<file path="src/rtl/fetch_sequencer.sv">
// Instruction-fetch sequencer: owns the PC, issues single-outstanding fetches to
// instruction memory and presents fetched words to decode over valid/ready.
module fetch_sequencer #(
    parameter int unsigned         PC_WIDTH    = 64,
    parameter int unsigned         INSTR_WIDTH = 32,
    parameter logic [PC_WIDTH-1:0] RESET_PC    = '0
) (
    input  logic                   Clk,
    input  logic                   reset_n,
    output logic                   imem_req,
    output logic [PC_WIDTH-1:0]    imem_addr,
    input  logic                   imem_ack,
    input  logic [INSTR_WIDTH-1:0] imem_rdata,
    input  logic                   redirect_valid,
    input  logic [PC_WIDTH-1:0]    redirect_pc,
    output logic                   out_valid,
    input  logic                   out_ready,
    output logic [PC_WIDTH-1:0]    out_pc,
    output logic [INSTR_WIDTH-1:0] out_instr
);

    localparam logic [PC_WIDTH-1:0] PC_STEP    = PC_WIDTH'(4);
    localparam logic [PC_WIDTH-1:0] ALIGN_MASK = ~PC_WIDTH'(3);

    typedef enum logic [1:0] {
        ST_BOOT,
        ST_FETCH,
        ST_VALID,
        ST_DRAIN
    } state_e;

    state_e                 state_q,     state_d;
    logic [PC_WIDTH-1:0]    pending_pc_q, pending_pc_d;
    logic                   imem_req_q,  imem_req_d;
    logic [PC_WIDTH-1:0]    imem_addr_q, imem_addr_d;
    logic                   out_valid_q, out_valid_d;
    logic [PC_WIDTH-1:0]    out_pc_q,    out_pc_d;
    logic [INSTR_WIDTH-1:0] out_instr_q, out_instr_d;

    logic                   ack_c;
    logic [PC_WIDTH-1:0]    redirect_tgt_c;

    // An ack only counts while a request is actually outstanding.
    assign ack_c          = imem_ack && imem_req_q;
    assign redirect_tgt_c = redirect_pc & ALIGN_MASK;

    // Next-state and output computation; redirect has priority everywhere.
    always_comb begin
        state_d      = state_q;
        pending_pc_d = pending_pc_q;
        imem_req_d   = imem_req_q;
        imem_addr_d  = imem_addr_q;
        out_valid_d  = out_valid_q;
        out_pc_d     = out_pc_q;
        out_instr_d  = out_instr_q;

        case (state_q)
            ST_BOOT: begin
                state_d    = ST_FETCH;
                imem_req_d = 1'b1;
                if (redirect_valid) begin
                    pending_pc_d = redirect_tgt_c;
                    imem_addr_d  = redirect_tgt_c;
                end else begin
                    imem_addr_d  = pending_pc_q;
                end
            end

            ST_FETCH: begin
                if (redirect_valid) begin
                    pending_pc_d = redirect_tgt_c;
                    if (ack_c) begin
                        // Response lands with the redirect: drop it, refetch now.
                        state_d     = ST_FETCH;
                        imem_addr_d = redirect_tgt_c;
                    end else begin
                        // Request cannot be withdrawn; wait for its ack and discard.
                        state_d     = ST_DRAIN;
                    end
                end else if (ack_c) begin
                    state_d      = ST_VALID;
                    imem_req_d   = 1'b0;
                    out_valid_d  = 1'b1;
                    out_pc_d     = imem_addr_q;
                    out_instr_d  = imem_rdata;
                    pending_pc_d = imem_addr_q + PC_STEP;
                end
            end

            ST_VALID: begin
                if (redirect_valid) begin
                    state_d      = ST_FETCH;
                    out_valid_d  = 1'b0;
                    pending_pc_d = redirect_tgt_c;
                    imem_req_d   = 1'b1;
                    imem_addr_d  = redirect_tgt_c;
                end else if (out_ready) begin
                    state_d     = ST_FETCH;
                    out_valid_d = 1'b0;
                    imem_req_d  = 1'b1;
                    imem_addr_d = pending_pc_q;
                end
            end

            ST_DRAIN: begin
                if (redirect_valid) begin
                    pending_pc_d = redirect_tgt_c;
                end
                if (ack_c) begin
                    state_d     = ST_FETCH;
                    imem_addr_d = redirect_valid ? redirect_tgt_c : pending_pc_q;
                end
            end

            default: begin
                state_d    = ST_BOOT;
                imem_req_d = 1'b0;
            end
        endcase
    end

    // State and registered outputs.
    always_ff @(posedge Clk or negedge reset_n) begin
        if (!reset_n) begin
            state_q      <= ST_BOOT;
            pending_pc_q <= RESET_PC;
            imem_req_q   <= 1'b0;
            imem_addr_q  <= RESET_PC;
            out_valid_q  <= 1'b0;
            out_pc_q     <= '0;
            out_instr_q  <= '0;
        end else begin
            state_q      <= state_d;
            pending_pc_q <= pending_pc_d;
            imem_req_q   <= imem_req_d;
            imem_addr_q  <= imem_addr_d;
            out_valid_q  <= out_valid_d;
            out_pc_q     <= out_pc_d;
            out_instr_q  <= out_instr_d;
        end
    end

    assign imem_req  = imem_req_q;
    assign imem_addr = imem_addr_q;
    assign out_valid = out_valid_q;
    assign out_pc    = out_pc_q;
    assign out_instr = out_instr_q;

endmodule

</file>
<file path="config.mk">
export PLATFORM = sky130hd
export DESIGN_NAME = fetch_sequencer
export DESIGN_NICKNAME = d
export VERILOG_FILES = /design/src/rtl/fetch_sequencer.sv
export SDC_FILE = /design/constraint.sdc
export NUM_CORES = 1
export LEC_CHECK = 0
export BUFFER_PORTS_ARGS = -buffer_cell sky130_fd_sc_hd__buf_2
export CORE_MARGIN = 2
export CORE_UTILIZATION = 59
export DETAILED_ROUTE_END_ITERATION = 8
export GPL_TIMING_DRIVEN = 0
export HOLD_SLACK_MARGIN = 0.15
export PLACE_DENSITY_LB_ADDON = 0.2
export REMOVE_ABC_BUFFERS = 1
export SETUP_SLACK_MARGIN = 0.5
export SYNTH_ARGS = -nofsm -noshare
export SYNTH_HDL_FRONTEND = slang
export SYNTH_SLANG_ARGS = --single-unit
</file>
<file path="constraint.sdc">
create_clock -name Clk -period 6.03 [get_ports Clk]
set_input_delay 0.3015 -clock Clk [delete_from_list [all_inputs] [get_ports Clk]]
set_output_delay 0.3015 -clock Clk [all_outputs]
set_load 0.02 [all_outputs]
</file>
# After elaboration in Yosys (flattened, before gate mapping)
# Index checks and enable logic that the tools add are counted.
[word_totals] regBits=228 output_inout_bits=162 elab_cells=55
[op_classes] add_sub_neg=1 n_eq_ne=9 muxes=27 n_bitwise=1 reduce_logical=10
[ops] cell="two-way mux 64 bit" count=8
[ops] cell="one-hot mux 64 bit (4 select lines)" count=1
[ops] cell="one-hot mux 64 bit (2 select lines)" count=1
[ops] cell="adder 64 x 3 -> 64 bit, second input constant" count=1
[ops] cell="two-way mux 2 bit" count=6
[ops] cell="AND reduction 4 bit" count=3
[ops] cell="two-way mux 1 bit" count=8
[ops] cell="!= test 2 bit, second input constant" count=4
[ops] cell="one-hot mux 2 bit (4 select lines)" count=1
[ops] cell="!= test 3 bit, second input constant" count=2
[ops] cell="AND reduction 3 bit" count=2
[ops] cell="== test 2 bit, second input constant" count=2
[ops] cell="one-hot mux 1 bit (3 select lines)" count=1
[ops] cell="nonzero test 3 bit" count=1
[ops] cell="OR reduction 3 bit" count=1
[ops] cell="== test 2 x 1 -> 1 bit, second input constant" count=1
[ops] cell="zero test 2 bit" count=1
[ops] cell="one-hot mux 1 bit (2 select lines)" count=1
[ops] cell="nonzero test 2 bit" count=1
[ops] cell="logical AND 1 bit" count=1
[ops] cell="inverter 1 bit" count=1

# Logic depth before layout (Yosys ltp)
# Gate-level depths: netlist of run 1.
[logic_depth] depth_word=4 ltp_mapped=10 mapped_depth_nobuf=7

# Worst setup path after synthesis of run 1
# No wires, ideal clock.
[synth_path] path_type="register to register" startpoint="register imem_addr_q[2], in the netlist imem_addr[2]" endpoint="register pending_pc_q[54]" setup_time_ps=136 arrival_ps=2044 slack_ps=3850 path_stages_with_launch=10 n_path_buf=2 period_less_slack_ps=2180 path_cell_list="dfrtp_1 -> ha_1 -> and2_1 -> and4_1 -> buf_4 -> nand4_4 -> buf_6 -> nor3_1 -> xnor2_1 -> o221ai_2"
[synth_between] elab_chain_cells=4
[synth_lines] element="start, declared" line="35" rtl="logic [PC_WIDTH-1:0] imem_addr_q, imem_addr_d;"
[synth_lines] element="start signal, assigned" line="136" rtl="imem_addr_q <= imem_addr_d;"
[synth_lines] element="adder 64 x 3 -> 64 bit" line="86" rtl="pending_pc_d = imem_addr_q + PC_STEP;"
[synth_lines] element="two-way mux 64 bit" line="80" rtl="end else if (ack_c) begin"
[synth_lines] element="two-way mux 64 bit" line="70" rtl="if (redirect_valid) begin"
[synth_lines] element="one-hot mux 64 bit (2 select lines)" line="57" rtl="case (state_q)"
[synth_lines] element="end signal, assigned" line="134" rtl="pending_pc_q <= pending_pc_d;"
[synth_lines] element="end, declared" line="33" rtl="logic [PC_WIDTH-1:0] pending_pc_q, pending_pc_d;"
# Every way passes these cells. The select of a mux whose other input is x is not followed.
# A chain may end at the register's enable or synchronous reset.

# Final worst setup path of run 1
[layout_path] startpoint="register imem_addr_q[2], in the netlist imem_addr[2]" endpoint="register pending_pc_q[58]"
# Same word-level chain as after synthesis.

==> results.py, run 1 <==
metrics = {
    "global_route": {
        "grt.total_usage_pct": 31.86,
        "grt_max_degree": 121,
        "antenna_found_initial": 0,
        "grt_pass1_vias": 10040,
        "overflow": 0,
        "grt_pass1_wl_microns": 51450,
    },
    "sta": {
        "setup_viol": 0,
        "post-route-min-period_ps": 2719,
        "hold_viol": 0,
        "post-route-period-util_pct": 45.09,
        "max_freq_mhz": 367.8,
        "rsz0062_at_grt": "false",
        "slew_headroom_pct": 42.05,
        "report.final.slew_viol_count": 0,
        "skew_ps": 11.00,
        "worst_pin_slew_ps": 869.3,
        "hold_ws_ps": 344.5,
    },
    "routing": {
        "initialDrtViolationCount": 739,
        "viasPerCell": 5.718,
        "drc": 0,
        "dr.pass1.iters": 5,
        "num_vias": 10280,
        "ant_nets": 0,
        "avgRoutedWirePerCell_microns": 17.92,
        "routed_wl_microns": 32220,
    },
    "yosys": {
        "synthesis.area_sq_um": 11190,
        "syn_area_per_cell_sq_um": 9.053,
        "synthDistinctLibCells": 54,
        "synth.ff_latch_count": 228,
        "ys_top_cells_by_count": "nand2_1 (362), dfrtp_1 (228), nor2_1 (105)",
        "netlist_instances": 1236,
        "synth_ff_type": "dfrtp_1",
        "synth-compound-area-share_pct": 9.069,
        "synth_top_area_cell": "dfrtp_1",
        "yosys.area_share.adder_pct": 0.1118,
        "yosys.area_share.xor_xnor_pct": 4.227,
        "synth_top_cells_by_area": "dfrtp_1 (51%), nand2_1 (12%), mux2i_1 (7.2%), a21oi_1 (4.3%), nor2_1 (3.5%)",
        "synth_top_area_share_pct": 50.99,
        "synth.area.mux_share_pct": 7.257,
        "yosys.area_share.simple_pct": 24.77,
        "synth.most_common_cell": "nand2_1",
        "yosys_warnings": 0,
        "async_flop_share_pct": 100.0,
        "synth_edf_count": 0,
        "synth_top_family_by_area": "simple AND/OR/NAND/NOR gates",
        "yosysSeqAreaShare_pct": 50.99,
    },
    "worst_setup_path": {
        "r2r_end": "pending_pc_q[58]",
        "arrival_ps": 3080,
        "path_max_fanout": 11,
        "critPathLaunch": "imem_addr[2]",
        "reg2regPathDepth": 7,
        "crit_path_end_kind": "register",
        "critPathKind": "reg -> reg",
        "cp.required_ps": 6390,
        "r2r_slack_ps": 3310,
        "cp-endpoint": "pending_pc_q[58]",
        "timing.rr.start": "imem_addr[2]",
        "startpoint_type": "register",
    },
    "placement": {
        "hpwl_microns": 19420,
        "dp_cells": 1656,
        "port_buffers": 260,
        "place.gp.congestion": 0.7891,
    },
    "cells_and_area": {
        "nets": 1648,
        "instances_no_fill": 1798,
        "fillCellCount": 1237,
        "area_growth_pct": 29.53,
        "drive_gt1_share_pct": 21.75,
    },
    "power": {
        "irDropWorstVdd_mv": 0.3192,
        "p_clk_share_pct": 22.7,
        "swShare_pct": 41.74,
        "powerDensity_nw_per_um2": 457.3,
        "power.switching_mw": 2.767,
        "comb_power_share_pct": 36.5,
        "seqPwrFrac_pct": 40.8,
        "leakage_nw": 7.077,
        "p_int_mw": 3.862,
    },
    "die": {
        "fp.dieW_microns": 141.7,
        "die_h_microns": 141.7,
        "dieArea_sq_um": 20080,
        "ioPinCount": 263,
        "initial_core_util_pct": 60.02,
        "row_count": 50,
        "coreArea_sq_um": 18640,
    },
    "cts": {
        "cts_buffers": 25,
        "postCtsSetupRepairBufs": 0,
        "cts.sinks": 228,
        "clk_latency_ps": 510,
        "cts_tree": "done",
        "h-tree-depth": 1,
        "clockBufferDepth": 3,
        "cts-root-buf": "clkbuf_16",
        "clk_pin_slew_worst_paths_ps": 60,
    },
    "run_status": {
        "status": "complete, no violations",
    },
    "flow_run": {
        "drv_cap": 0,
    },
    "worst_hold_path": {
        "min_from": "redirect_valid",
        "hold_class": "in -> reg",
    },
}
[how the worst min path moves through the flow]
| stage | to | slack, ps | cells after the start |
|---|---|---|---|
| 2_1_floorplan | imem_addr[0] | 6 | 0 |
| 3_5_place_dp | out_pc[2] | 420 | 1 |
| 4_1_cts | pending_pc_q[44] | 320 | 3 |
| 3_3_place_gp | out_pc[57] | 450 | 2 |
| 6_report | pending_pc_q[44] | 340 | 3 |
| 5_1_grt | imem_req | 380 | 3 |
[layout make-up]
cell class	count	area, sq um	area share [%]
clock inverter	4	45.04	0.3108
timing repair buffer	368	2535	17.49
tap	234	292.8	2.020
inverter	9	33.78	0.2331
multi-input combinational	914	5117	35.31
sequential	228	5705	39.36
clock buffer	40	762.0	5.257
antenna	1	2.502	0.01727
[state kept, by name, indices dropped and copies added, names as in the netlist]
register and cells:
pending_pc_q 64, state_q 2, out_pc 64, out_valid 1, imem_addr 64, out_instr 32, imem_req 1
[cells in the final DEF, fill, tap and decap left out, drive strengths merged, types with 2 or more instances in the layout]
cell type,synthesis,routed
a221o,2,2
o221ai,12,12
nand2b,2,2
nor4,10,10
and3,11,11
o21a,2,2
a311oi,3,3
dfrtp,228,228
nand3,24,24
nor2,107,107
a21oi,96,96
clkbuf,48,40
dlygate4sd3,0,97
nor3,21,21
o31ai,4,4
mux2i,80,80
inv,9,9
o21ai,47,47
buf,37,271
nand4,27,27
and4,13,13
xnor2,33,33
xor2,21,21
or3,4,4
or2,2,2
nor3b,8,8
nand2,362,362
nor2b,2,2
a211oi,2,2
and2,5,5
clkinv,0,3
a21o,4,4
[per-layer routing]
metal  GRT usage, %  wire length, microns  up-vias
met5              0                     0        -
met4          11.47                   993        0
met3          5.805                  2144       91
met2          54.91                 16290      422
met1          40.56                 12790     4972
li1               -                     -     4796
[logic make-up after synthesis]
family | after synthesis
AO/OA/AOI/OAI | 176
multiplexers | 81
buffers and inverters | 94
flip-flops | 228
XOR/XNOR | 54
adder cells (fa/ha/maj) | 1
AND/OR/NAND/NOR | 602
[metrics by stage]
stage | utilization [%] | power [mW] | worst slack [ps] | setup TNS, ps | cell area [sq um]
floorplan | - | 4.086 | 871.8 | 0 | 10820
global placement | 66.60 | 4.946 | -2507 | -256600 | 12420
detailed placement | 68.19 | 5.024 | 3339 | 0 | 12710
CTS | 77.73 | 6.598 | 3305 | 0 | 14490
global route | 77.73 | 6.997 | 3144 | 0 | 14490
finish | 77.75 | 6.628 | 3311 | 0 | 14490
[power by group through the flow]
stage	Sequential, mW	Combinational, mW	Clock, mW
floorplan	3.21	0.874	0
global placement	2.68	2.26	0
detailed placement	2.70	2.33	0
CTS	2.68	2.40	1.52
global route	2.78	2.62	1.59
finish	2.70	2.42	1.51
[worst max-delay path, cell delays in order, from the launching register on]
cell and delay, ps:
dfrtp_1 490, ha_1 290, and2_1 230, and4_1 430
nand4_4 360, nor4_1 460, xnor2_1 170, o221ai_1 130
[repair_timing]
item,CTS,global route
gates resized for setup,0,0
hold buffers,97,0
hold endpoints to repair,262,0
Power figures use the tool's default switching activity.
==> run 2: changes to the inputs <==
Settings changed: CORE_UTILIZATION 59 to 49.
Clock period 6.03 ns to 2.45 ns, I/O delays scaled along.
==> run 2 against run 1 <==
Effect of this change:
- critical path depth shrank 1
- global-route usage shrank 3.7 points
- utilization shrank 7.5 points
- via count grew 2.6%
- critical path type unchanged
- largest cell class unchanged
- largest power group is now combinational cells
==> results.py, run 2 (synthesis gave the netlist of run 1 again) <==
metrics = {
    "flow_run": {
        "drv_cap": 0,
    },
    "sta": {
        "worst_pin_slew_ps": 911.7,
        "report.final.slew_viol_count": 0,
        "setup_tns_ps": 0,
        "setup_viol": 0,
        "skew_ps": 14.70,
        "hold_ws_ps": 162.2,
        "slew_headroom_pct": 39.22,
        "hold_viol": 0,
        "post-route-min-period_ps": 2026,
        "rsz0062_at_grt": "true",
        "post-route-period-util_pct": 82.70,
        "max_freq_mhz": 493.6,
    },
    "worst_setup_path": {
        "arrival_ps": 2430,
        "reg2regPathDepth": 6,
        "path_max_fanout": 4,
        "cp.required_ps": 2850,
        "critPathKind": "reg -> reg",
        "startpoint_type": "register",
        "crit_path_end_kind": "register",
    },
    "placement": {
        "hpwl_microns": 19710,
        "dp_cells": 1706,
        "postPlaceCellArea_sq_um": 12760,
        "port_buffers": 260,
        "place.gp.congestion": 0.7676,
    },
    "power": {
        "powerDensity_nw_per_um2": 1127,
        "irDropWorstVdd_mv": 0.7474,
        "leakage_nw": 7.707,
    },
    "cts": {
        "cts_buffers": 25,
        "cts.sinks": 228,
        "h-tree-depth": 1,
        "cts_tree": "done",
        "cts-root-buf": "clkbuf_16",
        "clk_latency_ps": 530,
        "clk_pin_slew_worst_paths_ps": 60,
        "clockBufferDepth": 3,
    },
    "routing": {
        "routed_wl_microns": 35590,
        "ant_nets": 0,
        "viasPerCell": 5.405,
        "avgRoutedWirePerCell_microns": 18.23,
        "num_vias": 10550,
        "dr.pass1.iters": 5,
        "initialDrtViolationCount": 853,
        "drc": 0,
    },
    "cells_and_area": {
        "num_antenna_cells": 0,
        "instances_no_fill": 1952,
        "fillCellCount": 1691,
        "nets": 1752,
        "mostFrequentLayoutCells": "nand2_1 (361), buf_2 (258), dfrtp_1 (178), nor2_1 (100), dlygate4sd3_1 (97)",
        "drive_gt1_share_pct": 32.81,
        "layout_commonest_cell": "nand2_1",
        "area_growth_pct": 41.33,
        "finalInstanceArea_sq_um": 15810,
    },
    "worst_hold_path": {
        "hold_class": "in -> reg",
        "hold_depth": 3,
    },
    "die": {
        "dieArea_sq_um": 24060,
        "row_count": 55,
        "ioPinCount": 263,
        "initial_core_util_pct": 49.72,
        "die_h_microns": 155.1,
        "coreArea_sq_um": 22500,
        "fp.dieW_microns": 155.1,
    },
    "global_route": {
        "grt_pass1_wl_microns": 54560,
        "overflow": 0,
        "grt_pass1_vias": 10260,
        "grt.total_usage_pct": 28.18,
        "antenna_found_initial": 0,
        "grt_max_degree": 116,
    },
    "run_status": {
        "status": "complete, no violations",
    },
}
[run 2: final timing paths]
path	start	to	slack (ps)
max	imem_addr[9]	pending_pc_q[49]	420
min	redirect_valid	pending_pc_q[24]	160
max reg2reg	imem_addr[9]	pending_pc_q[49]	420
min reg2reg	out_pc[40]	out_pc[40]	470
max in group asynchronous	reset_n	imem_addr[28]	1090
min in group asynchronous	reset_n	out_instr[24]	250
[run 2: report_power, final]
group / switching (mW) / internal (mW)
clock network: 1.58 / 2.39
registers: 1.22 / 5.18
logic: 4.42 / 3.04
total: 7.22 / 10.6
[run 2: worst max-delay path, stage by stage, from the launching register on]
cell,delay [ps]
dfrtp_2,380
and4_4,270
and4_4,290
or4b_4,570
nor3_4,180
xnor2_2,140
o21ai_2,60
[run 2: final cells by class]
class	count	area, sq um	area share, %
Clock inverter	9	120.1	0.7596
Inverter	9	33.78	0.2136
Tap cell	285	356.6	2.255
Sequential cell	228	5768	36.47
Multi-Input combinational cell	920	5490	34.72
Timing Repair Buffer	466	3312	20.94
Clock buffer	35	733.2	4.636
[run 2: what timing repair did]
item / CTS / global route
setup buffers: 71 / 28
resized for setup: 88 / 48
endpoints found under the setup margin: 203 / 80
hold endpoints to repair: 274 / 0
hold buffers: 97 / 0
pin swaps: 29 / 25
gates cloned: 3 / 3
[run 2: through the flow]
step,power [mW],utilization [%],setup WS (ps)
finish,17.83,70.28,423.9
global route,18.83,70.28,358.7
CTS,17.33,68.26,471.6
detailed placement,12.35,56.69,-443.3
global placement,12.21,55.46,-6465
floorplan,10.06,-,-2708
[run 2: layer usage]
layer	routed length (microns)	track usage (%)
met4	917	8.201
met2	17180	48.44
met5	0	0
met1	15210	37.03
met3	2286	4.485
